File: config.mk
export PLATFORM = sky130hd
export DESIGN_NAME = sram_arb_ctrl
export DESIGN_NICKNAME = d
export VERILOG_FILES = /design/src/rtl/sram_arb_ctrl_pkg.sv /design/src/rtl/sram_arb_ctrl_rr_arb2.sv /design/src/rtl/sram_arb_ctrl.sv
export SDC_FILE = /design/constraint.sdc
export NUM_CORES = 1
export LEC_CHECK = 0
export ABC_AREA = 1
export BUFFER_PORTS_ARGS = -buffer_cell sky130_fd_sc_hd__buf_2
export CAP_MARGIN = 10
export CELL_PAD_IN_SITES_DETAIL_PLACEMENT = 1
export CELL_PAD_IN_SITES_GLOBAL_PLACEMENT = 2
export CORE_AREA = 8 8 406 408
export CTS_BUF_LIST = sky130_fd_sc_hd__clkbuf_2
export DETAILED_ROUTE_END_ITERATION = 10
export DIE_AREA = 0 0 414 416
export PLACE_DENSITY = 0.42
export SLEW_MARGIN = 10
export SYNTH_ARGS = -nofsm -noshare
export SYNTH_HDL_FRONTEND = slang
export SYNTH_SLANG_ARGS = --single-unit
File: constraint.sdc
create_clock -name clock -period 2.6 [get_ports clock]
set_clock_uncertainty 0.05 [all_clocks]
set_input_delay 0.39 -clock clock [delete_from_list [all_inputs] [get_ports clock]]
set_output_delay 0.39 -clock clock [all_outputs]
set_load 0.03 [all_outputs]
File: src/rtl/sram_arb_ctrl_pkg.sv
// Shared definitions for the two-port SRAM arbiter/controller: defaults,
// requester count, controller states and the round-robin pointer update rule.
package sram_arb_ctrl_pkg;

    localparam int DATA_W_DEF = 128;
    localparam int ADDR_W_DEF = 6;
    localparam int N_REQ      = 2;

    typedef enum logic [1:0] {
        ST_INIT = 2'd0,
        ST_RUN  = 2'd1,
        ST_HOLD = 2'd2
    } state_e;

    // After a grant the priority moves to the port that was not served.
    function automatic logic ptr_after_grant(input logic [N_REQ-1:0] grant,
                                             input logic             ptr);
        logic nxt;
        if (grant[0]) begin
            nxt = 1'b1;
        end else if (grant[1]) begin
            nxt = 1'b0;
        end else begin
            nxt = ptr;
        end
        return nxt;
    endfunction

endpackage

File: src/rtl/sram_arb_ctrl_rr_arb2.sv
// Two-way round-robin grant: ptr selects the winner only when both request.
module rr_arb2 (
    input  logic [1:0] req,
    input  logic       ptr,
    output logic [1:0] grant
);

    // one-hot grant selection
    always_comb begin
        grant = 2'b00;
        case (req)
            2'b01:   grant = 2'b01;
            2'b10:   grant = 2'b10;
            2'b11:   grant = ptr ? 2'b10 : 2'b01;
            default: grant = 2'b00;
        endcase
    end

endmodule

File: src/rtl/sram_arb_ctrl.sv
// Two-requester SRAM controller: zero-fills the array after reset, then
// arbitrates reads/posted writes round-robin, holding unaccepted read data.
module sram_arb_ctrl
    import sram_arb_ctrl_pkg::*;
#(
    parameter int DATA_W = DATA_W_DEF,
    parameter int ADDR_W = ADDR_W_DEF
) (
    input  logic                           clock,
    input  logic                           reset,
    input  logic [N_REQ-1:0]               req_valid,
    output logic [N_REQ-1:0]               req_ready,
    input  logic [N_REQ-1:0]               req_write,
    input  logic [N_REQ-1:0][ADDR_W-1:0]   req_addr,
    input  logic [N_REQ-1:0][DATA_W-1:0]   req_wdata,
    input  logic [N_REQ-1:0][DATA_W-1:0]   req_wmask,
    output logic [N_REQ-1:0]               resp_valid,
    input  logic [N_REQ-1:0]               resp_ready,
    output logic [DATA_W-1:0]              resp_rdata,
    output logic                           sram_CEN,
    output logic                           sram_WEN,
    output logic [DATA_W-1:0]              sram_BWEN,
    output logic [ADDR_W-1:0]              sram_A,
    output logic [DATA_W-1:0]              sram_D,
    input  logic [DATA_W-1:0]              sram_Q,
    output logic                           init_done
);

    localparam logic [ADDR_W-1:0] INIT_LAST = {ADDR_W{1'b1}};

    state_e              state_q, state_d;
    logic [ADDR_W-1:0]   cnt_q, cnt_d;
    logic                ptr_q, ptr_d;
    logic                pend_q, pend_d;
    logic                port_q, port_d;
    logic [DATA_W-1:0]   hold_q, hold_d;

    logic                resp_block_s;
    logic                arb_en_s;
    logic [N_REQ-1:0]    arb_req_s;
    logic [N_REQ-1:0]    grant_s;
    logic                sel_s;

    // A presented read response that is not taken this cycle blocks new grants.
    assign resp_block_s = pend_q & ~resp_ready[port_q];
    assign arb_en_s     = ~reset & (state_q == ST_RUN) & ~resp_block_s;
    assign arb_req_s    = req_valid & {N_REQ{arb_en_s}};
    assign sel_s        = grant_s[1];

    rr_arb2 u_arb (
        .req   (arb_req_s),
        .ptr   (ptr_q),
        .grant (grant_s)
    );

    // next-state and SRAM/handshake output decode
    always_comb begin
        state_d    = state_q;
        cnt_d      = cnt_q;
        ptr_d      = ptr_q;
        pend_d     = 1'b0;
        port_d     = port_q;
        hold_d     = hold_q;
        req_ready  = 2'b00;
        resp_valid = 2'b00;
        resp_rdata = {DATA_W{1'b0}};
        sram_CEN   = 1'b1;
        sram_WEN   = 1'b1;
        sram_BWEN  = {DATA_W{1'b1}};
        sram_A     = {ADDR_W{1'b0}};
        sram_D     = {DATA_W{1'b0}};
        init_done  = 1'b0;
        if (reset) begin
            state_d = ST_INIT;
            cnt_d   = {ADDR_W{1'b0}};
        end else begin
            case (state_q)
                ST_INIT: begin
                    sram_CEN  = 1'b0;
                    sram_WEN  = 1'b0;
                    sram_BWEN = {DATA_W{1'b0}};
                    sram_A    = cnt_q;
                    cnt_d     = cnt_q + ADDR_W'(1);
                    if (cnt_q == INIT_LAST) begin
                        state_d = ST_RUN;
                    end else begin
                        state_d = ST_INIT;
                    end
                end
                ST_RUN: begin
                    init_done = 1'b1;
                    if (pend_q) begin
                        resp_valid[port_q] = 1'b1;
                        resp_rdata         = sram_Q;
                    end else begin
                        resp_valid = 2'b00;
                    end
                    if (resp_block_s) begin
                        state_d = ST_HOLD;
                        hold_d  = sram_Q;
                    end else if (|grant_s) begin
                        req_ready = grant_s;
                        sram_CEN  = 1'b0;
                        sram_A    = req_addr[sel_s];
                        ptr_d     = ptr_after_grant(grant_s, ptr_q);
                        port_d    = sel_s;
                        if (req_write[sel_s]) begin
                            sram_WEN  = 1'b0;
                            sram_BWEN = ~req_wmask[sel_s];
                            sram_D    = req_wdata[sel_s];
                        end else begin
                            pend_d = 1'b1;
                        end
                    end else begin
                        state_d = ST_RUN;
                    end
                end
                ST_HOLD: begin
                    init_done          = 1'b1;
                    resp_valid[port_q] = 1'b1;
                    resp_rdata         = hold_q;
                    if (resp_ready[port_q]) begin
                        state_d = ST_RUN;
                    end else begin
                        state_d = ST_HOLD;
                    end
                end
                default: begin
                    state_d = ST_INIT;
                end
            endcase
        end
    end

    // state, init counter, arbitration pointer and response tracking
    always_ff @(posedge clock) begin
        if (reset) begin
            state_q <= ST_INIT;
            cnt_q   <= {ADDR_W{1'b0}};
            ptr_q   <= 1'b0;
            pend_q  <= 1'b0;
            port_q  <= 1'b0;
            hold_q  <= {DATA_W{1'b0}};
        end else begin
            state_q <= state_d;
            cnt_q   <= cnt_d;
            ptr_q   <= ptr_d;
            pend_q  <= pend_d;
            port_q  <= port_d;
            hold_q  <= hold_d;
        end
    end

endmodule

After elaboration in Yosys (flattened, before gate mapping):

Cells that the tools add are included.

* register bits after elaboration: 139
* input port bits: 660
* output and inout bits: 397
* logic and storage cells: 92

* add/subtract/negate cells: 1
* order comparisons: 3
* equality and inequality tests: 7
* mux-type cells: 56
* bitwise gates (word level): 10
* reduce and logical (&&, ||, !) cells: 9

Operators by type and width (count)
* 128-bit two-way mux: 15
* 128-bit one-hot mux with 2 select lines: 2
* 128-bit inverter: 1
* 6-bit two-way mux: 5
* 2-bit two-way mux: 10
* 1-bit two-way mux: 17
* 2-bit one-hot mux with 3 select lines: 2
* 6-bit one-hot mux with 2 select lines: 1
* 6-bit by 1-bit adder with 6-bit output, second input constant: 1
* 2-bit == test, second input constant: 3
* 6-bit == test, second input constant: 1
* 1-bit inverter: 5
* 2-bit by 1-bit == test with 1-bit output, second input constant: 2
* 1-bit by 2-bit less-than comparator with 1-bit output, second input constant: 2
* 1-bit one-hot mux with 2 select lines: 2
* 2-bit one-hot mux with 2 select lines: 1
* 4-bit AND reduction: 1
* 2-bit OR reduction: 2
* 4-bit OR reduction: 1
* 1-bit AND: 3
* 3-bit inequality test, second input constant: 1
* 3-bit AND reduction: 1
* 2-bit AND: 1
* 2-bit zero test: 1
* 5 further kinds: 5

Longest topological paths before layout:

Gate-level depths: netlist (run 1).

* word-level depth: 17
* depth in mapped cells: 12

Modules after synthesis:

From an unflattened synthesis (run 1), not the netlist that was laid out.

* cell total of the unflattened synthesis: 2132
* area total of the unflattened synthesis: 11548.6 µm²

By module, submodules not included
* sram_arb_ctrl: times used 1, cells each 2127, area an instance 11528.6 µm², seq. area each 2782.7 µm²
* rr_arb2: times used 1, cells each 5, area an instance 20.0 µm², seq. area each 0.0 µm²

Least setup slack after synthesis (run 1):

OpenSTA, ideal clock, no wires.

* path kind: flip-flop to output port
* start point: reg state_q[1]
* end point: out sram_D[114]
* data arrival time: 2.053 ns
* data required time: 2.160 ns
* slack: 0.107 ns
* cell stages (with the launch flop): 12
* buffers on the path: 3
* cells stage by stage: dfxtp_1 > inv_1 > ha_1 > buf_2 > inv_2 > nor2_4 > nand3_4 > inv_2 > buf_4 > buf_2 > nand2_1 > a21oi_1

* longest elaborated chain between the ends: 13
* elaborated cells on any way between the ends: 18
* classes of those cells: eq/ne (4); mux (10); bitwise (3); reduce/logical (1)

Ends and longest elaborated chain
* from (decl): line sram_arb_ctrl.sv:31 `state_e state_q, state_d;`
* from (signal assigned): line sram_arb_ctrl.sv:145 `state_q <= state_d;`
* 2-bit by 1-bit == test with 1-bit output (*): line sram_arb_ctrl.sv:46, sram_arb_ctrl.sv:77
* 1-bit AND (2 in series): line sram_arb_ctrl.sv:46 `assign arb_en_s = ~reset & (state_q == ST_RUN) & ~resp_block_s;`
* 2-bit AND: line sram_arb_ctrl.sv:47 `assign arb_req_s = req_valid & {N_REQ{arb_en_s}};`
* 2-bit == test or 2-bit by 1-bit == test with 1-bit output (tied branches): line sram_arb_ctrl_rr_arb2.sv:11 `case (req)`
* 2-bit one-hot mux with 3 select lines: line sram_arb_ctrl_rr_arb2.sv:11
* 128-bit two-way mux (implied by the code) or 1-bit two-way mux (tied branches) (2 in series): line sram_arb_ctrl.sv:110, sram_arb_ctrl.sv:107
* 128-bit two-way mux: line sram_arb_ctrl.sv:107 `if (req_write[sel_s]) begin`
* 128-bit two-way mux: line sram_arb_ctrl.sv:101 `end else if (|grant_s) begin`
* 128-bit two-way mux: line sram_arb_ctrl.sv:98 `if (resp_block_s) begin`
* 128-bit two-way mux (*): line sram_arb_ctrl.sv:77 `case (state_q)`
* 128-bit two-way mux (*): line sram_arb_ctrl.sv:73 `if (reset) begin`
* to (decl): line sram_arb_ctrl.sv:24 `output logic [DATA_W-1:0] sram_D,`

Every way passes the cells marked *; elsewhere a longest branch is shown, timed or not. The select of a mux whose other input is x is not followed.

Worst setup path in the final report (run 1):

* start point: reg state_q[1]
* end point: out sram_D[97]

The elaborated chain is that of the path after synthesis.

==> qor.yml, run 1 <==
synth:
  ys_types: 25
  synth-seq-cells: 139
  ys_seq_area_share_pct: 23.8
  netlist_instances: 2172
  syn_area_um2: 11700
  yosys_warnings: 0
  synthesis.nets: 2837
  syn_area_per_cell_um2: 5.38
critical_path:
  reg2reg_slack_ps: -220
  start_kind: "register"
  critical_path.top_delay_family: "buffers and inverters"
  crit_chain: "inv_2 > ha_4 > inv_2 > nor2_4 > nand2_1 > nor2_4 > nand3_4 > buf_16 > buf_12 > a21oi_4 > buf_12"
  critPathMaxStageDelay_ps: 380
  critPathBufInv: 5
  crit_required_ps: 2160
  crit_slowest_cell: "dfxtp_2"
  worstSetupPathType: "register to output port"
  arrival_ps: 3150
  critPathMaxFanout: 23
  crit_path_end_kind: "output port"
power:
  power_mw: 5.50
  peakVddDrop_uv: 240
  powerDensity_nw_per_um2: 192
  leakage_nw: 12.4
floorplanning:
  ios: 1057
  initial_utilization_pct: 7.35
  die_w_um: 414
  fp.dieH_um: 416
  fp-row-count: 147
  dieArea_um2: 172000
  core-area_um2: 159000
global_routing:
  grt-ovfl-total: 0
  grt_max_degree: 93
  grt_usage_pct: 16.0
  grt_pass1_wl_um: 197000
  grt_antenna_before_repair: 78
  grt_pass1_vias: 22700
clock_network:
  clock-root-buffer: "clkbuf_2"
  path_clk_slew_ps: 260
  numCtsBuffers: 17
  clk_path_buf_depth: 2
  clock_latency_ps: 1040
  cts_tree: "built"
  cts_sinks: 139
  h-tree-depth: 4
status:
  violations: "setup timing"
  status: "finished with violations"
timing:
  timing_hold_violations_final: 0
  timing.final.crit_share_pct: 138
  rsz0062_at_grt: "true"
  min_period_ps: 3590
  slew_headroom_pct: 42.0
  tightest_slew_ps: 869
  max_freq_ghz: 0.278
  fin_ws_ps: -991
  tns_ps: -338510
  slew_viol_final: 0
  finalSetupViolCount: 436
route:
  drc: 0
  vias: 21400
  wl_per_cell_um: 25.1
  drt_iter0_drc: 889
  dr.pass1.iters: 5
  final_antenna_net_count: 0
  drt_wl_total_um: 146000
  avgViaCountPerCell: 3.69
cells_and_area:
  fillers: 19500
  final_nets: 4342
  area_growth_pct: 146
  drive_gt1_share_pct: 44.2
  multi_input_area_um2: 8960
  register_area_um2: 2790
worst_hold_path:
  hold_class: "input port to register"
run:
  cap_violations: 0
placed_design:
  place_hpwl_um: 116000
  io_buffers: 1056
  finalWeightedCongestion: 0.879
[stage by stage]
| stage | area (um2) | utilization, % | hold WS [ps] | setup WS (ps) | instances |
|---|---|---|---|---|---|
| finish | 28700 | 18.1 | 268 | -991 | 5804 |
| CTS | 27700 | 17.4 | 24.7 | -1350 | 5759 |
| detailed placement | 21600 | 13.6 | 404 | -485 | 5351 |
| floorplan | 11700 | - | 389 | 107 | 2172 |
| global route | 28700 | 18.0 | 108 | -1310 | 5788 |
| global placement | 21600 | 13.6 | 399 | -523 | 5351 |
[cell families after synthesis]
kind of cell,share of synthesized area (%)
compound gates,17.7
flops,23.8
fa+ha+maj,0.536
simple gates,49.0
buf+inv,8.94
[registers in the layout, indices dropped and copies added, names as in the netlist]
register,count
port_q,1
cnt_q,6
hold_q,128
ptr_q,1
state_q,2
pend_q,1
[worst paths after layout]
kind              start     endpoint  cells past startpoint
min               reset   hold_q[81]                      5
min reg2reg  hold_q[10]   hold_q[10]                      2
max reg2reg      port_q  hold_q[115]                      9
max          state_q[1]   sram_D[97]                     11
[final cells by class]
class / instances / area share (%)
inverters: 19 / 0.358
clock inverters: 13 / 0.445
repair buffers: 1704 / 48.6
clock buffers: 19 / 0.331
multi-input cells: 1796 / 31.2
diodes: 28 / 0.244
flip-flops and latches: 139 / 9.71
well taps: 2086 / 9.10
[synth_stat cells, drive strengths merged]
cell type	instances	area share, %
a21oi	368	16
a41oi	1	0.075
buf	108	4.8
clkbuf	110	3.5
clkinv	1	0.032
dfxtp	139	24
ha	5	0.54
inv	18	0.58
nand2	941	30
nand3	390	17
nand4	8	0.43
nor2	41	1.4
nor3	1	0.043
o211ai	1	0.064
o21a	1	0.064
o21ai	38	1.6
or2	1	0.054
[tightest hold or removal path, stage by stage]
cell and delay, ps:
buf_4 150, buf_4 220, buf_12 170, buf_16 240, a21oi_1 170
[layout by cell type, fill, tap and decap left out, types with 2 or more instances in the layout]
cell	synthesis	routed
buf_6	1	123
nand2_4	0	14
nor2_4	1	2
clkbuf_16	0	11
buf_16	0	21
nand3_1	388	332
buf_4	13	269
bufinv_16	0	2
ha_1	5	2
dfxtp_1	139	136
inv_2	2	3
ha_4	0	3
buf_8	0	21
clkinv_1	1	4
nor2_1	40	38
nand2_1	941	883
a21oi_1	367	293
buf_12	0	80
nand4_1	8	8
clkbuf_2	0	19
dlygate4sd3_1	0	309
nand3_4	1	4
buf_2	79	851
a21oi_2	0	41
clkinv_2	0	2
nand3_2	1	54
nand2_2	0	43
inv_1	16	13
diode_2	0	28
clkbuf_4	0	8
dfxtp_2	0	3
a21oi_4	1	34
o21ai_1	0	5
clkinv_4	0	4
o21ai_0	38	33
bufbuf_16	0	11
[power by group]
| group | switching (mW) | leakage (nW) | internal, mW |
|---|---|---|---|
| clock | 1.01 | 0.138 | 0.441 |
| combinational | 0.965 | 11.1 | 0.940 |
| sequential | 0.00348 | 1.12 | 2.14 |
| total | 1.98 | 12.4 | 3.52 |
[repair_timing]
item	4_1_cts	5_1_grt
pin swaps	38	24
gates cloned	21	11
buffers inserted	47	6
hold endpoints to repair	133	0
endpoints found under the setup margin	397	437
resized for setup	458	220
hold buffers	311	0
[layer usage]
metal  routed length (um)  share of wire [%]  up-vias  GRT usage, %
met5                  276               0.19        -             0
met4                 2010                1.4       44          2.21
met3                 8410                5.8      133          4.57
met2                77600                 53      666          30.7
met1                57600                 39    10300          17.8
li1                     -                  -    10200             -
(Power assumes the default switching activity.)
==> inputs of run 2 (changes only) <==
Settings changed: ABC_AREA 1 to 0, CORE_AREA 8 8 406 408 to 8 8 404 406, DIE_AREA 0 0 414 416 to 0 0 412 414, PLACE_DENSITY 0.42 to 0.4.
==> run 2 against run 1 <==
Against the previous run:
- global-route usage grew 0.29 points
- sequential power barely moved
- critical endpoint is now sram_D[56]
- cell count decreased by 7.6%
- non-clock buffer count fell by 114
- sequential share of layout area grew 0.44 points
- total power up 15%
- the flow still finishes with violations (setup timing)
- synthesized cell count decreased by 16%
- final area fell by 4.2%
- wire length grew 1.0%
==> qor.yml, run 2 <==
clock_network:
  path_clk_slew_ps: 240  # -20 ps
  cts_tree: "built"
  clk_path_buf_depth: 2  # unchanged
  clock_latency_ps: 1000  # -40 ps
  numCtsBuffers: 17  # unchanged
  h-tree-depth: 4  # unchanged
  clock-root-buffer: "clkbuf_2"
  cts_sinks: 139  # unchanged
synth:
  synth_flop_cell: "dfxtp_1"
  yosys_warnings: 0  # unchanged
  syn_area_um2: 10900  # -7.1%
  synth_xor_area_share_pct: 0.323  # +0.32 points
  synth-simple-area-share_pct: 28.5  # -21 points
  yosysTopAreaCell: "dfxtp_1"
  synth_top_family_by_area: "compound AO/OA/AOI/OAI gates"
  ys_seq_area_share_pct: 25.6  # +1.8 points
  synth_top_area_share_pct: 25.6  # -4.6 points
  synth_mux_area_share_pct: 0.323  # +0.32 points
  synthesis.nets: 2481  # -13%
  synth_commonest_cells: "618 x nand2_1, 388 x a21oi_1, 142 x nor2_1"
  synth_compound_gate_area_share_pct: 37.1  # +19 points
  syn_area_per_cell_um2: 5.98  # +11%
  synth-seq-cells: 139  # unchanged
  yosys.area_share.adder_pct: 0.576  # +0.041 points
  ys_types: 37  # +48%
  synth-edff-count: 0  # unchanged
  netlist_instances: 1816  # -16%
  yosys-top-cells-area: "dfxtp_1 26%, nand2_1 21%, a21oi_1 18%, a21o_1 9.0%, a22oi_1 8.9%"
  synth.most_common_cell: "nand2_1"
  synth-async-reset-ratio_pct: 0  # unchanged
placed_design:
  place_hpwl_um: 123000  # +5.6%
  place_worst_setup_slack_ps: -478  # +7.51 ps
  io_buffers: 1056  # unchanged
  finalWeightedCongestion: 0.883  # +0.41%
critical_path:
  start_kind: "register"
  worstSetupPathType: "register to output port"
  crit_required_ps: 2160  # about the same
  crit_path_end_kind: "output port"
  arrival_ps: 3280  # +130 ps
  reg2reg_slack_ps: 70  # +290 ps
  critPathMaxFanout: 7  # -70%
cells_and_area:
  area_growth_pct: 153
  fillers: 19000  # -2.4%
  largest_reg_flops: 128  # unchanged
  final_common_cell: "buf_2"
  largest_register: "hold_q"
  register_area_um2: 2790  # +0.13%
  final_cell_mix: "835 x buf_2, 580 x nand2_1, 271 x a21oi_1"
  multi_input_area_um2: 8310  # -7.2%
  drive_gt1_share_pct: 48.1  # +3.9 points
  top_regs: "hold_q x128, cnt_q x6, state_q x2"
  final_nets: 3899  # -10%
floorplanning:
  ios: 1057  # unchanged
  dieArea_um2: 171000  # -0.96%
  fp-row-count: 146  # -0.68%
  initial_utilization_pct: 6.91  # -0.44 points
  core-area_um2: 157000  # -1.1%
  fp.dieH_um: 414  # -0.48%
  die_w_um: 412  # -0.48%
power:
  peakVddDrop_uv: 279  # +16%
  powerDensity_nw_per_um2: 231  # +21%
  leakage_nw: 12.0  # -2.9%
status:
  violations: "setup timing"
  status: "finished with violations"
route:
  wl_per_cell_um: 27.5  # +9.4%
  vias: 19500  # -9.1%
  drt_wl_total_um: 147000  # +1.0%
  drt_iter0_drc: 888  # -0.11%
  final_antenna_net_count: 0  # unchanged
  dr.pass1.iters: 5  # unchanged
  drc: 0  # unchanged
  avgViaCountPerCell: 3.63  # -1.5%
timing:
  tightest_slew_ps: 1020  # +153 ps
  finalSetupViolCount: 397  # -8.9%
  fin_ws_ps: -1120  # -125 ps
  tns_ps: -333610  # +4900 ps
  slew_viol_final: 0  # unchanged
  rsz0062_at_grt: "true"
  timing_hold_violations_final: 0  # unchanged
  max_freq_ghz: 0.269  # -3.4%
  timing.final.crit_share_pct: 143  # +4.8 points
  min_period_ps: 3720  # +125 ps
  slew_headroom_pct: 31.8  # -10 points
worst_hold_path:
  hold_class: "input port to register"
global_routing:
  grt_pass1_wl_um: 192000  # -2.7%
  grt-ovfl-total: 0  # unchanged
  grt_pass1_vias: 20400  # -11%
  grt_usage_pct: 16.3  # +0.29 points
  grt_max_degree: 75  # -19%
  grt_antenna_before_repair: 89  # +14%
run:
  cap_violations: 0  # unchanged
## run 2: what timing repair did
item / CTS / global route
hold buffers: 268 / 0
pin swaps: 62 / 51
gates resized for setup: 412 / 179
endpoints found under the setup margin: 397 / 400
hold endpoints to repair: 139 / 0
setup buffers: 23 / 13
gates cloned: 21 / 6
## run 2: cells by family after synthesis
| kind of cell | Yosys count |
|---|---|
| and+or+nand+nor | 805 |
| buffers and inverters | 198 |
| muxes | 3 |
| AOI/OAI and AO/OA | 662 |
| adders and majority gates | 5 |
| xor gates and xnor gates | 4 |
| DFF | 139 |
## run 2: worst max-delay path, stage by stage, from the launching register on
cell and delay, ps:
dfxtp_4 440, mux2_4 350, o2111ai_4 220, buf_12 180
buf_6 130, buf_16 150, buf_16 160, buf_4 130
nand3_4 60, a21oi_4 240, buf_6 180
## run 2: final cells by class
type,count,share of cell area (%)
timing repair buffer,1590,48.6
multi-input combinational,1479,30.3
sequential,139,10.2
tap,2072,9.43
clock inverter,13,0.692
antenna,42,0.382
clock buffer,18,0.328
inverter,7,0.155
## run 2: through the flow
step	total power, mW	hold WS, ps	instances	instance area [um2]	util [%]
after CTS	6.53	8.63	5300	26600	16.9
after global routing	6.73	123	5340	27400	17.5
after detailed placement	4.13	400	4957	21200	13.5
after global placement	4.13	393	4957	21200	13.5
final	6.35	287	5360	27500	17.5
after floorplan	2.81	387	1816	10900	-
## run 2: path summary, 6_finish.rpt
path	start	end	cells past startpoint
max	port_q	sram_D[56]	10
min	sram_Q[110]	hold_q[110]	4
max reg2reg	port_q	state_q[1]	6
min reg2reg	hold_q[56]	hold_q[56]	2
## run 2: power by group
group          total, mW  leakage, nW  internal, mW  switching [mW]
Sequential          2.15         1.12          2.14         0.00488
Combinational       2.49         10.7          1.21            1.28
Clock               1.71        0.156         0.643            1.07
## run 2: metal layers
metal	up-vias	global-route usage, %	share of wire [%]
met4	40	2.27	1.3
met3	136	6.11	8.7
met5	-	0	0.18
li1	9066	-	-
met2	691	26.9	46
met1	9529	20.6	44
==> inputs of run 3 (changes only) <==
Settings changed: SETUP_SLACK_MARGIN from default to 0.4.
==> run 3 against run 2 <==
Against the previous run:
- the run ends with hold timing, setup timing left
- fmax is 3.4% higher
- utilization is 0.35 points higher
- register-to-register slack improved by 340 ps
- non-clock buffer count fell by 79
- wire length shrank 4.1%
- total power down 1.9%
- global-route usage down 0.74 points
- first-iteration DRC count up 5.0%
==> qor.yml, run 3 (same netlist as run 2, synthesis figures left out) <==
status:
  status: "finished with violations"
  violations: "hold timing, setup timing"
clock_network:
  cts_sinks: 139  # unchanged
  numCtsBuffers: 17  # unchanged
  postCtsHoldBufs: 253  # -5.6%
  path_clk_slew_ps: 270  # +30 ps
  cts_tree: "built"
  h-tree-depth: 4  # unchanged
  clk_path_buf_depth: 2  # unchanged
  clock-root-buffer: "clkbuf_2"
  clock_latency_ps: 960  # -40 ps
critical_path:
  start_kind: "register"
  critPathMaxStageDelay_ps: 400  # -40 ps
  crit_path_end_kind: "output port"
  crit_chain: "mux2_4 > o2111ai_4 > buf_12 > buf_16 > buf_16 > clkbuf_16 > nand2_1 > a21o_1 > buf_6"
  critPathBufInv: 5  # -1
  crit_required_ps: 2160  # about the same
  cpMostUsedCell: "buf_16"
  critical_path.top_delay_family: "buffers and inverters"
  crit_slowest_cell: "dfxtp_2"
  arrival_ps: 3150  # -130 ps
  critPathMaxFanout: 10  # +3
  worstSetupPathType: "register to output port"
cells_and_area:
  drive_gt1_share_pct: 55.3  # +7.3 points
  multi_input_area_um2: 10300  # +24%
  largest_reg_flops: 128  # unchanged
  stdcell_area_um2: 28000  # +2.0%
  register_area_um2: 2790  # -0.13%
  largest_register: "hold_q"
  final_common_cell: "buf_2"
  top_regs: "hold_q x128, cnt_q x6, state_q x2"
  final_nets: 3820  # -2.0%
  area_growth_pct: 158
  final_cell_mix: "866 x buf_2, 582 x nand2_1, 253 x dlygate4sd3_1"
  fillers: 18900  # -0.83%
timing:
  finalSetupViolCount: 397  # unchanged
  timing.final.crit_share_pct: 138  # -4.7 points
  fin_ws_ps: -992  # +123 ps
  max_freq_ghz: 0.278  # +3.4%
  min_period_ps: 3590  # -123 ps
  tightest_slew_ps: 863  # -159 ps
  slew_headroom_pct: 42.5  # +11 points
  worst_hold_slack_ps: -19.7  # -306 ps
  slew_viol_final: 0  # unchanged
  rsz0062_at_grt: "true"
  timing_hold_violations_final: 1  # +1
floorplanning:
  initial_utilization_pct: 6.91  # unchanged
  core-area_um2: 157000  # unchanged
  die_w_um: 412  # unchanged
  fp.dieH_um: 414  # unchanged
  ios: 1057  # unchanged
  dieArea_um2: 171000  # unchanged
  fp-row-count: 146  # unchanged
route:
  drt_iter0_drc: 932  # +5.0%
  vias: 19100  # -1.8%
  final_antenna_net_count: 0  # unchanged
  drc: 0  # unchanged
  avgViaCountPerCell: 3.62  # -0.35%
  dr.pass1.iters: 5  # unchanged
  wl_per_cell_um: 26.8  # -2.6%
  drt_wl_total_um: 141000  # -4.1%
power:
  powerDensity_nw_per_um2: 222  # -3.9%
  leakage_nw: 11.4  # -4.8%
  power_mw: 6.23  # -1.9%
  peakVddDrop_uv: 263  # -5.7%
placed_design:
  place_hpwl_um: 117000  # -4.3%
  finalWeightedCongestion: 0.928  # +5.1%
  dpl-instance-area_um2: 23100  # +8.6%
  io_buffers: 1056  # unchanged
run:
  cap_violations: 0  # unchanged
global_routing:
  grt-ovfl-total: 0  # unchanged
  grt_usage_pct: 15.5  # -0.74 points
  grt_pass1_vias: 20300  # -0.059%
  grt_max_degree: 125  # +67%
  grt_pass1_wl_um: 185000  # -3.6%
  grt_antenna_before_repair: 98  # +10%
worst_hold_path:
  hold_class: "input port to register"
-- run 3: cell types whose count changed in the layout (fill, tap and decap cells not counted), sizes merged, moves of 2 or more --
cell | previous run | this run
dlygate4sd3 | 268 | 253
clkinv | 2 | 5
clkbuf | 28 | 41
diode | 42 | 40
buf | 1310 | 1234
-- run 3: final cells by class --
type,count,share of cell area (%)
inverters,7,0.152
clock buffers,19,0.339
repair buffers,1511,42.7
clock inverters,13,0.594
multi-input cells,1479,36.7
flip-flops and latches,139,9.94
well taps,2072,9.25
diodes,40,0.357
-- run 3: per-stage QoR --
stage          hold slack, ps  setup TNS, ps  std cells  setup WS (ps)  util (%)
3_5_place_dp              400         -70540       4914           -505      14.7
6_report                -19.7        -311090       5280           -992      17.8
2_1_floorplan             387              0       1816            214         -
5_1_grt                  -143        -416420       5260          -1240      17.8
4_1_cts                  -265        -419860       5219          -1260      17.2
3_3_place_gp              395         -71810       4914           -523      14.7
-- run 3: worst reg2reg max path, stage by stage, from the launching register on --
cell     delay [ps]
dfxtp_2         390
inv_2            60
ha_4            120
buf_4           150
and2_4          250
buf_4           230
and2_4          360
buf_12          280
nand2_1         100
a21oi_1         110
-- run 3: timing repair --
action / in CTS / in global routing
buffers inserted: 13 / 11
pin swaps: 24 / 19
hold endpoints to repair: 139 / 4
endpoints found under the setup margin: 485 / 501
cloned: 7 / 10
resized for setup: 234 / 199
-- run 3: metal layers --
layer  global-route usage, %  share of wire [%]
met3                    5.61                8.2
met2                    26.7                 48
met4                    2.59                1.5
met1                    18.8                 42
met5                       0               0.28
-- run 3: final timing paths --
path	endpoint	slack, ps	startpoint	depth (start not counted)
worst max-delay path	sram_BWEN[127]	-990	port_q	9
worst max register to register	hold_q[110]	410	state_q[1]	9
worst min-delay path	state_q[1]	-20	resp_ready[1]	5
worst min register to register	hold_q[98]	420	hold_q[98]	2
-- run 3: power breakdown --
part	total (mW)	switching, mW	leakage [nW]	internal, mW
Combinational	2.48	1.27	10.1	1.21
Clock	1.60	1.05	0.153	0.555
Sequential	2.15	0.00589	1.12	2.14
Total	6.23	2.32	11.4	3.91
